<file path="config.mk">
export PLATFORM = sky130hd
export DESIGN_NAME = stack_cmd_ctrl
export DESIGN_NICKNAME = d
export VERILOG_FILES = /design/src/rtl/stack_pkg.sv /design/src/rtl/stack_cmd_ctrl.sv
export SDC_FILE = /design/constraint.sdc
export NUM_CORES = 1
export LEC_CHECK = 0
export CAP_MARGIN = 10
export CORE_MARGIN = 2
export CORE_UTILIZATION = 44
export DETAILED_ROUTE_END_ITERATION = 10
export GPL_TIMING_DRIVEN = 1
export HOLD_SLACK_MARGIN = 0.08
export PLACE_DENSITY = 0.81
export SETUP_SLACK_MARGIN = 0.1
export SLEW_MARGIN = 0
export SYNTH_ARGS = -nofsm -noshare
export SYNTH_HDL_FRONTEND = slang
export SYNTH_SLANG_ARGS = --single-unit
</file>
<file path="constraint.sdc">
create_clock -name clk -period 2.27 [get_ports clk]
set_input_delay 0.5675 -clock clk [delete_from_list [all_inputs] [get_ports clk]]
set_output_delay 0.5675 -clock clk [all_outputs]
set_load 0.03 [all_outputs]
</file>
<file path="src/rtl/stack_pkg.sv">
// Shared types for the stack command controller: opcodes, response status and FSM states.
package stack_pkg;

  typedef enum logic [2:0] {
    OpPush    = 3'd0,
    OpPop     = 3'd1,
    OpPeek    = 3'd2,
    OpReplace = 3'd3,
    OpClear   = 3'd4
  } stack_op_e;

  typedef enum logic [1:0] {
    StatusOk        = 2'd0,
    StatusOverflow  = 2'd1,
    StatusUnderflow = 2'd2,
    StatusIllegal   = 2'd3
  } stack_status_e;

  typedef enum logic [2:0] {
    StIdle,
    StExec,
    StRepPop,
    StRepPush,
    StClear,
    StResp
  } ctrl_state_e;

endpackage

</file>
<file path="src/rtl/stack_cmd_ctrl.sv">
// Command front-end for the LIFO stack: sequences push/pop strobes and returns one response
// (status + data) per accepted command.
module stack_cmd_ctrl
  import stack_pkg::*;
#(
  parameter int unsigned DATA_WIDTH = 32,
  parameter int unsigned DEPTH      = 16,
  parameter int unsigned CNT_WIDTH  = $clog2(DEPTH) + 1
) (
  input  logic                  clk,
  input  logic                  rst_n,
  input  logic                  cmd_valid,
  output logic                  cmd_ready,
  input  logic [2:0]            cmd_op,
  input  logic [DATA_WIDTH-1:0] cmd_data,
  output logic                  rsp_valid,
  input  logic                  rsp_ready,
  output logic [DATA_WIDTH-1:0] rsp_data,
  output logic [1:0]            rsp_status,
  output logic                  stk_push,
  output logic                  stk_pop,
  output logic [DATA_WIDTH-1:0] stk_data_in,
  input  logic [DATA_WIDTH-1:0] stk_data_out,
  input  logic                  stk_empty,
  input  logic                  stk_full
);

  ctrl_state_e           state_q;
  stack_op_e             op_q;
  logic [DATA_WIDTH-1:0] operand_q;
  logic                  cmd_ready_q;
  logic                  rsp_valid_q;
  logic [DATA_WIDTH-1:0] rsp_data_q;
  stack_status_e         rsp_status_q;
  logic [CNT_WIDTH-1:0]  clr_cnt_q;

  assign cmd_ready   = cmd_ready_q;
  assign rsp_valid   = rsp_valid_q;
  assign rsp_data    = rsp_data_q;
  assign rsp_status  = rsp_status_q;
  assign stk_data_in = operand_q;

  // Strobes are decoded from the state register and the stack flags of the same cycle.
  always_comb begin
    stk_push = 1'b0;
    stk_pop  = 1'b0;
    unique case (state_q)
      StExec: begin
        case (op_q)
          OpPush:    stk_push = !stk_full;
          OpPop:     stk_pop  = !stk_empty;
          OpReplace: begin
            stk_push = !stk_empty && !stk_full;
            stk_pop  = !stk_empty && !stk_full;
          end
          default: ;
        endcase
      end
      StRepPop:  stk_pop  = 1'b1;
      StRepPush: stk_push = 1'b1;
      StClear:   stk_pop  = !stk_empty;
      default: ;
    endcase
  end

  always_ff @(posedge clk or negedge rst_n) begin
    if (!rst_n) begin
      state_q      <= StIdle;
      op_q         <= OpPush;
      operand_q    <= '0;
      cmd_ready_q  <= 1'b1;
      rsp_valid_q  <= 1'b0;
      rsp_data_q   <= '0;
      rsp_status_q <= StatusOk;
      clr_cnt_q    <= '0;
    end else begin
      unique case (state_q)
        StIdle: begin
          if (cmd_valid) begin
            op_q        <= stack_op_e'(cmd_op);
            operand_q   <= cmd_data;
            cmd_ready_q <= 1'b0;
            state_q     <= StExec;
          end
        end
        StExec: begin
          state_q     <= StResp;
          rsp_valid_q <= 1'b1;
          rsp_data_q  <= '0;
          case (op_q)
            OpPush: begin
              if (stk_full) begin
                rsp_status_q <= StatusOverflow;
              end else begin
                rsp_status_q <= StatusOk;
                rsp_data_q   <= operand_q;
              end
            end
            OpPop, OpPeek: begin
              if (stk_empty) begin
                rsp_status_q <= StatusUnderflow;
              end else begin
                rsp_status_q <= StatusOk;
                rsp_data_q   <= stk_data_out;
              end
            end
            OpReplace: begin
              if (stk_empty) begin
                rsp_status_q <= StatusUnderflow;
              end else begin
                rsp_status_q <= StatusOk;
                rsp_data_q   <= stk_data_out;
                // A full stack ignores simultaneous strobes, so split into pop then push.
                if (stk_full) begin
                  state_q     <= StRepPop;
                  rsp_valid_q <= 1'b0;
                end
              end
            end
            OpClear: begin
              clr_cnt_q   <= '0;
              state_q     <= StClear;
              rsp_valid_q <= 1'b0;
            end
            default: rsp_status_q <= StatusIllegal;
          endcase
        end
        StRepPop: state_q <= StRepPush;
        StRepPush: begin
          rsp_status_q <= StatusOk;
          rsp_valid_q  <= 1'b1;
          state_q      <= StResp;
        end
        StClear: begin
          if (stk_empty) begin
            rsp_data_q   <= DATA_WIDTH'(clr_cnt_q);
            rsp_status_q <= StatusOk;
            rsp_valid_q  <= 1'b1;
            state_q      <= StResp;
          end else begin
            clr_cnt_q <= clr_cnt_q + CNT_WIDTH'(1);
          end
        end
        StResp: begin
          if (rsp_ready) begin
            rsp_valid_q <= 1'b0;
            cmd_ready_q <= 1'b1;
            state_q     <= StIdle;
          end
        end
        default: state_q <= StIdle;
      endcase
    end
  end

endmodule

</file>
==> results of run 1 <==
==> cell usage after synthesis (2+ instances only) <==
master,count,area share
o211ai_1,7,0.015
buf_6,3,0.0093
a211oi_1,2,0.0041
a21oi_1,8,0.011
o21a_1,5,0.010
nand3_1,2,0.0028
o21ai_0,17,0.023
clkbuf_1,7,0.0073
mux2_2,38,0.12
nor2b_1,3,0.0052
xor2_1,3,0.0073
nand3b_1,2,0.0041
a22oi_1,28,0.058
nor2_1,12,0.012
o21ai_2,10,0.024
nand2_1,33,0.034
a32oi_1,4,0.0097
dfrtp_1,78,0.54
inv_1,2,0.0021
nand4_1,2,0.0035
buf_2,9,0.012
buf_4,3,0.0062
or2_2,2,0.0035
a31oi_1,4,0.0069
o21ai_1,10,0.014
nand2b_1,3,0.0052
==> layer usage <==
layer | GRT usage | vias up
met5 | 0 | -
met1 | 0.2697 | 1510
li1 | - | 1455
met2 | 0.3712 | 124
met4 | 0.06643 | 0
met3 | 0.06784 | 6
==> path summary, 6_finish.rpt <==
path | startpoint | end | slack (ns) | cells after the start
setup / recovery | state_q[2] | stk_pop | 0.17 | 4
hold / removal | rst_n | state_q[0] | 0.17 | 1
setup reg to reg | state_q[0] | stk_data_in[22] | 0.48 | 6
hold reg to reg | rsp_data[14] | rsp_data[14] | 0.48 | 2
max in group asynchronous | rst_n | rsp_data[15] | 1.51 | 2
min in group clk | rsp_data[14] | rsp_data[14] | 0.48 | 2
==> power breakdown <==
group          total [W]  internal [W]  switching, W
sequential       0.00252       0.00206      0.000454
clock            0.00127      0.000764      0.000503
combinational    0.00465       0.00208       0.00257
==> registers in the layout (all words and copies together) (netlist names) <==
name         cells
rsp_data        32
stk_data_in     32
clr_cnt_q        5
op_q             3
state_q          3
rsp_status       2
cmd_ready        1
rsp_valid        1
==> placed cells by master (no fill, tap or decap), types with 2 or more instances in the layout <==
cell and count:
o211ai_1 7, a21oi_1 8, a211oi_1 2, o21ai_0 17, a32oi_1 4, clkdlybuf4s50_1 136
nor2_1 12, nand2b_1 2, o21ai_1 10, mux2_2 38, nor2b_1 3, nand2_1 33
a31oi_1 4, buf_12 3, buf_4 20, nand3_1 2, clkbuf_8 10, dlymetal6s2s_1 2
a22oi_1 28, nand3b_1 2, o21ai_2 10, o21a_1 5, bufinv_16 3, xor2_1 3
dfrtp_1 78, inv_1 2, nand4_1 2
==> what timing repair did <==
item,4_1_cts,5_1_grt
buffers inserted,0,0
pin swaps,0,0
hold buffers,0,0
endpoints found under the hold margin,0,0
resized for setup,3,5
setup endpoints to repair,1,3
==> worst max-delay path, delay by kind of cell, from the launching register on <==
family / cells / cell delay [ns]
flops: 1 / 0.38
buf+inv: 1 / 0.15
simple gates: 2 / 0.50
compound gates: 1 / 0.18
==> final cells by class <==
class                   count  area share
clock buffers              11     0.02557
multi-input cells         211      0.2804
inverters                   2    0.001358
clock inverters             5     0.01878
flip-flops and latches     79      0.3578
well taps                 105     0.02376
repair buffers            163      0.2924
==> metrics by stage <==
stage               instance area, um^2  total power, W  cells  hold slack [ns]
finish                             5529        0.008429    576           0.1687
global route                       5529        0.008939    576           0.1763
CTS                                5510        0.008470    576           0.1698
detailed placement                 5258        0.007158    560           0.4660
global placement                   5258        0.007061    560           0.4603
floorplan                          3630        0.005270    314           0.2719
==> cells by family (layout without fill, tap and decap cells) <==
family,after synthesis,count (layout),share of synthesized area
xor+xnor,3,3,0.007255
buf+inv,24,181,0.03731
mux,39,39,0.1209
fa+ha+maj,1,1,0.003454
simple gates,69,69,0.09845
flops,79,79,0.5461
compound gates,99,99,0.1865
==> flow_summary.rst, run 1 <==
.. list-table::
   :header-rows: 1

   * - Metric
     - Value
   * - Final number of setup-violating endpoints
     - 0
   * - Via-to-Cell Ratio
     - 5.373
   * - Die extent in x
     - 94.73 um
   * - VDD IR max
     - 0.0007267 V
   * - Number of CTS-inserted buffers
     - 9
   * - Minimum setup slack in the final design
     - 0.1681 ns
   * - Number of failing hold endpoints at the final stage
     - 0
   * - Leakage power total
     - 2.247 nW
   * - Number of buffers on the longest clock path
     - 2
   * - Seq cells post-synth
     - 79
   * - Yosys cell types
     - 43
   * - Layout cell share with drive strength beyond 1
     - 0.2081
   * - Slew HR
     - 0.5987
   * - Highest metal layer with signal wires
     - met4
   * - Cell type of the slowest stage on the worst timing path
     - dfrtp_1
   * - DRC violation total after the first TritonRoute iteration
     - 157
   * - Post-Syn Nets
     - 388
   * - Max-cap violations
     - 0
   * - Vias in the first global route
     - 3092
   * - Wire length of the first global-routing pass
     - 15030 um
   * - DR WL/cell
     - 16.36 um
   * - Max stage delay on crit path
     - 0.38 ns
   * - DRC violations left
     - 0
   * - Antenna cells
     - 0
   * - Setup slack at placement
     - 0.01598 ns
   * - Fmax achieved
     - 0.4758 GHz
   * - Number of synthesis warnings
     - 0
   * - Worst Path Max Fanout
     - 2
   * - Portion of the post-synthesis area used by sequential elements
     - 0.5461
   * - Period utilization
     - 0.9259
   * - Area of the core
     - 8093 um^2
   * - Post-DP HPWL
     - 6883 um
   * - Power density relative to cell area
     - 1525 nW/um^2
   * - Number of vias after detailed routing
     - 3095
   * - Final Critical Period
     - 2.102 ns
   * - Total routed wirelength
     - 9421 um
   * - Worst Path Class, Setup
     - flop to primary output
   * - Largest net degree at the start of global routing
     - 47
   * - Layout area overhead
     - 52.64%
   * - Mean cell area of the mapped netlist
     - 11.54 um^2
   * - Final TNS setup
     - 0 ns
   * - Total area of sequential cells
     - 1978 um^2
   * - Area used by multi-input combinational logic
     - 1550 um^2
   * - Initial antenna violation count
     - 0
   * - Clk slew on worst S/H paths
     - 0.08 ns
   * - Detailed-routed wire length on met3
     - 651 um
   * - Number of ports placed on the die boundary
     - 143
   * - Final global-route overflow total
     - 0
   * - Final nets
     - 540
   * - Predominant post-synthesis flop cell
     - dfrtp_1
   * - Total of fill cells in the finished design
     - 641
   * - Count of nets left with antenna violations after detail routing
     - 0
   * - Detailed-route wire length on metal 1
     - 3835 um
   * - Sink count of the clock tree
     - 79
   * - Run status
     - finished clean
   * - Total number of placement rows
     - 33
   * - Worst slew pin tran
     - 0.6006 ns
   * - RSZ-0062 raised after global routing
     - false
   * - Die footprint
     - 8974 um^2
   * - Final Skew
     - 0.006918 ns
   * - Final Slew Violations
     - 0
   * - Critical Path AT
     - 1.53 ns
   * - Post-synthesis cell area
     - 3622 um^2
   * - H-tree lvl count
     - 3
   * - Starting utilization of the core area
     - 0.4476
   * - Critical Path Source Type
     - flop
   * - All-Layer GR Usage
     - 0.2194
   * - Clock latency reported for the late side of the worst-skew pair
     - 0.34 ns
   * - Buffers added on ports
     - 142
   * - Hold WC Path Type
     - input pin to asynchronous set/reset pin
   * - Height of the chip
     - 94.73 um
   * - Async SR Flop Fraction
     - 1.000
   * - Required time worst endpoint
     - 1.70 ns
   * - Core Util, Final
     - 0.6832
   * - Clock tree root buffer cell
     - clkbuf_8
   * - EDFF count, synth
     - 0
   * - Met2 wire length
     - 4863 um
   * - Cell count after synthesis
     - 314
   * - Weighted congestion at the end of routability-driven global placement
     - 0.9120
   * - TritonRoute pass-1 iters
     - 4
   * - Clock tree from TritonCTS
     - built
   * - Endpoint type of the worst setup path
     - primary output
   * - Cell breakdown of the critical path
     - nand2b_4 > or3_4 > o22ai_4 > buf_6
Power figures use the tool's default switching activity.
==> run 2, diff against run 1 <==
- CAP_MARGIN: 10 -> 20
- CORE_ASPECT_RATIO: unset -> 0.5
==> flow_summary.rst, run 2 (same netlist as run 1, synthesis figures left out) <==
.. list-table::
   :header-rows: 1

   * - Metric
     - Value
   * - Number of failing hold endpoints at the final stage
     - 0 (unchanged)
   * - Run status
     - finished clean
   * - Number of vias after detailed routing
     - 3027 (-2.2%)
   * - Max stage delay on crit path
     - 0.67 ns (+0.29 ns)
   * - Post-DP HPWL
     - 6983 um (+1.4%)
   * - VDD IR max
     - 0.0007938 V (+9.2%)
   * - Cell breakdown of the critical path
     - clkdlybuf4s50_1
   * - Finished layout cell area
     - 5532 um^2 (about the same)
   * - Setup bufs post-CTS
     - 0 (unchanged)
   * - Final global-route overflow total
     - 0 (unchanged)
   * - Vias in the first global route
     - 2964 (-4.1%)
   * - Final Critical Period
     - 2.121 ns (+0.01872 ns)
   * - Most frequent cells in the layout
     - clkdlybuf4s50_1 (138), dfrtp_1 (77), mux2_2 (38), nand2_1 (33), a22oi_1 (28)
   * - Worst slew pin tran
     - 0.5373 ns (-0.06329 ns)
   * - Final Skew
     - 0.006221 ns (-0.0006968 ns)
   * - Starting utilization of the core area
     - 0.4528 (+0.005180)
   * - Largest net degree at the start of global routing
     - 46 (-2.1%)
   * - Total routed wirelength
     - 9827 um (+4.3%)
   * - Family of cells with the greatest summed delay on the critical path
     - buffers and inverters
   * - Period utilization
     - 0.9342 (+0.008246)
   * - Number of CTS-inserted buffers
     - 9 (unchanged)
   * - Final Slew Violations
     - 0 (unchanged)
   * - Count of nets left with antenna violations after detail routing
     - 0 (unchanged)
   * - Fmax achieved
     - 0.4716 GHz (-0.88%)
   * - Clock latency reported for the late side of the worst-skew pair
     - 0.33 ns (about the same)
   * - Commonest non-fill, non-tap cell in the layout
     - clkdlybuf4s50_1
   * - Final nets
     - 537 (-0.56%)
   * - Worst Reg-to-Reg Cells
     - 6 (unchanged)
   * - Crit path buffers/inverters
     - 1 (unchanged)
   * - H-tree lvl count
     - 3 (unchanged)
   * - Stages on worst setup path
     - 1 (-3)
   * - Initial antenna violation count
     - 0 (unchanged)
   * - TritonRoute pass-1 iters
     - 4 (unchanged)
   * - Clock tree from TritonCTS
     - built
   * - Max-cap violations
     - 0 (unchanged)
   * - Antenna cells
     - 0 (unchanged)
   * - Critical Path Source Type
     - flop
   * - Final TNS setup
     - 0 ns (unchanged)
   * - Layout area overhead
     - 52.71% (about the same)
   * - Clock tree root buffer cell
     - clkbuf_16
   * - Via-to-Cell Ratio
     - 5.228 (-2.7%)
   * - RSZ-0062 raised after global routing
     - true
   * - Number of buffers on the longest clock path
     - 2 (unchanged)
   * - Area of the core
     - 8000 um^2 (-1.1%)
   * - Height of the chip
     - 68.16 um (-28%)
   * - Sink count of the clock tree
     - 79 (unchanged)
   * - Required time worst endpoint
     - 1.70 ns (about the same)
   * - DRC violation total after the first TritonRoute iteration
     - 212 (+35%)
   * - Worst Path Max Fanout
     - 3 (+1)
   * - Critical Path AT
     - 1.55 ns (+0.02 ns)
   * - Buffers added on ports
     - 142 (unchanged)
   * - Cell area reported after detailed placement
     - 5256 um^2 (about the same)
   * - Register-to-Register Setup Slack
     - 0.52 ns (+0.04 ns)
   * - Power density relative to cell area
     - 1527 nW/um^2 (+0.16%)
   * - Number of ports placed on the die boundary
     - 143 (unchanged)
   * - All-Layer GR Usage
     - 0.2220 (+0.002639)
   * - Slew HR
     - 0.6410 (+0.04228)
   * - Die extent in x
     - 132.3 um (+40%)
   * - Weighted congestion at the end of routability-driven global placement
     - 0.8428 (-7.6%)
   * - Clk slew on worst S/H paths
     - 0.06 ns (-0.02 ns)
   * - Worst Path Class, Setup
     - flop to primary output
   * - Total number of placement rows
     - 23 (-30%)
   * - Final number of setup-violating endpoints
     - 0 (unchanged)
   * - Wire length of the first global-routing pass
     - 15430 um (+2.7%)
   * - Die footprint
     - 9018 um^2 (+0.49%)
   * - DRC violations left
     - 0 (unchanged)
   * - Hold WC Path Type
     - input pin to asynchronous set/reset pin
   * - Endpoint type of the worst setup path
     - primary output
   * - Leakage power total
     - 2.222 nW (-1.1%)
   * - DR WL/cell
     - 16.97 um (+3.8%)
   * - Cell type of the slowest stage on the worst timing path
     - clkdlybuf4s50_1
   * - Layout cell share with drive strength beyond 1
     - 0.1991 (-0.008924)
==> run 2: worst paths after layout <==
kind,startpoint,to
min reg2reg,rsp_data[20],rsp_data[20]
max,cmd_ready,cmd_ready
max in group asynchronous,rst_n,op_q[1]
min,rst_n,stk_data_in[27]
min in group clk,rsp_data[20],rsp_data[20]
max reg2reg,state_q[0],stk_data_in[25]
==> run 2: final cells by class <==
cell class                 count  area [um^2]
fill                         619         2469
sequential                    79         1979
timing repair buffer         160         1602
multi-input combinational    211         1546
clock buffer                  11        232.7
tap                          112        140.1
clock inverter                 4        23.77
inverter                       2        7.507
==> run 2: routing by layer <==
layer / up-vias / GRT usage / wire, um
met5: - / 0 / 0
met4: 0 / 0.08065 / 171
met3: 15 / 0.05333 / 346
met2: 73 / 0.4017 / 5116
met1: 1481 / 0.2675 / 4192
li1: 1458 / - / -
==> run 2: through the flow <==
step,total power (W),utilization,std cells,worst slack (ns),hold slack (ns)
floorplan,0.005270,-,314,0.1184,0.2719
global route,0.008928,0.6914,579,0.07255,0.2180
finish,0.008446,0.6914,579,0.1494,0.1902
global placement,0.007080,0.6570,564,0.05509,0.4604
detailed placement,0.007164,0.6570,564,0.05456,0.4682
CTS,0.008489,0.6903,579,0.1013,0.1939
==> run 2: what timing repair did <==
action                     CTS  global route
gates resized for setup      4             2
setup endpoints to repair    2             2
cloned                       0             0
hold buffers                 0             0
==> run 2: power breakdown <==
| part | leakage (nW) | internal (W) | switching, W |
|---|---|---|---|
| sequential | 0.993 | 0.00207 | 0.000473 |
| clock | 0.129 | 0.000730 | 0.000540 |
| combinational | 1.10 | 0.00208 | 0.00256 |
| total | 2.22 | 0.00487 | 0.00357 |
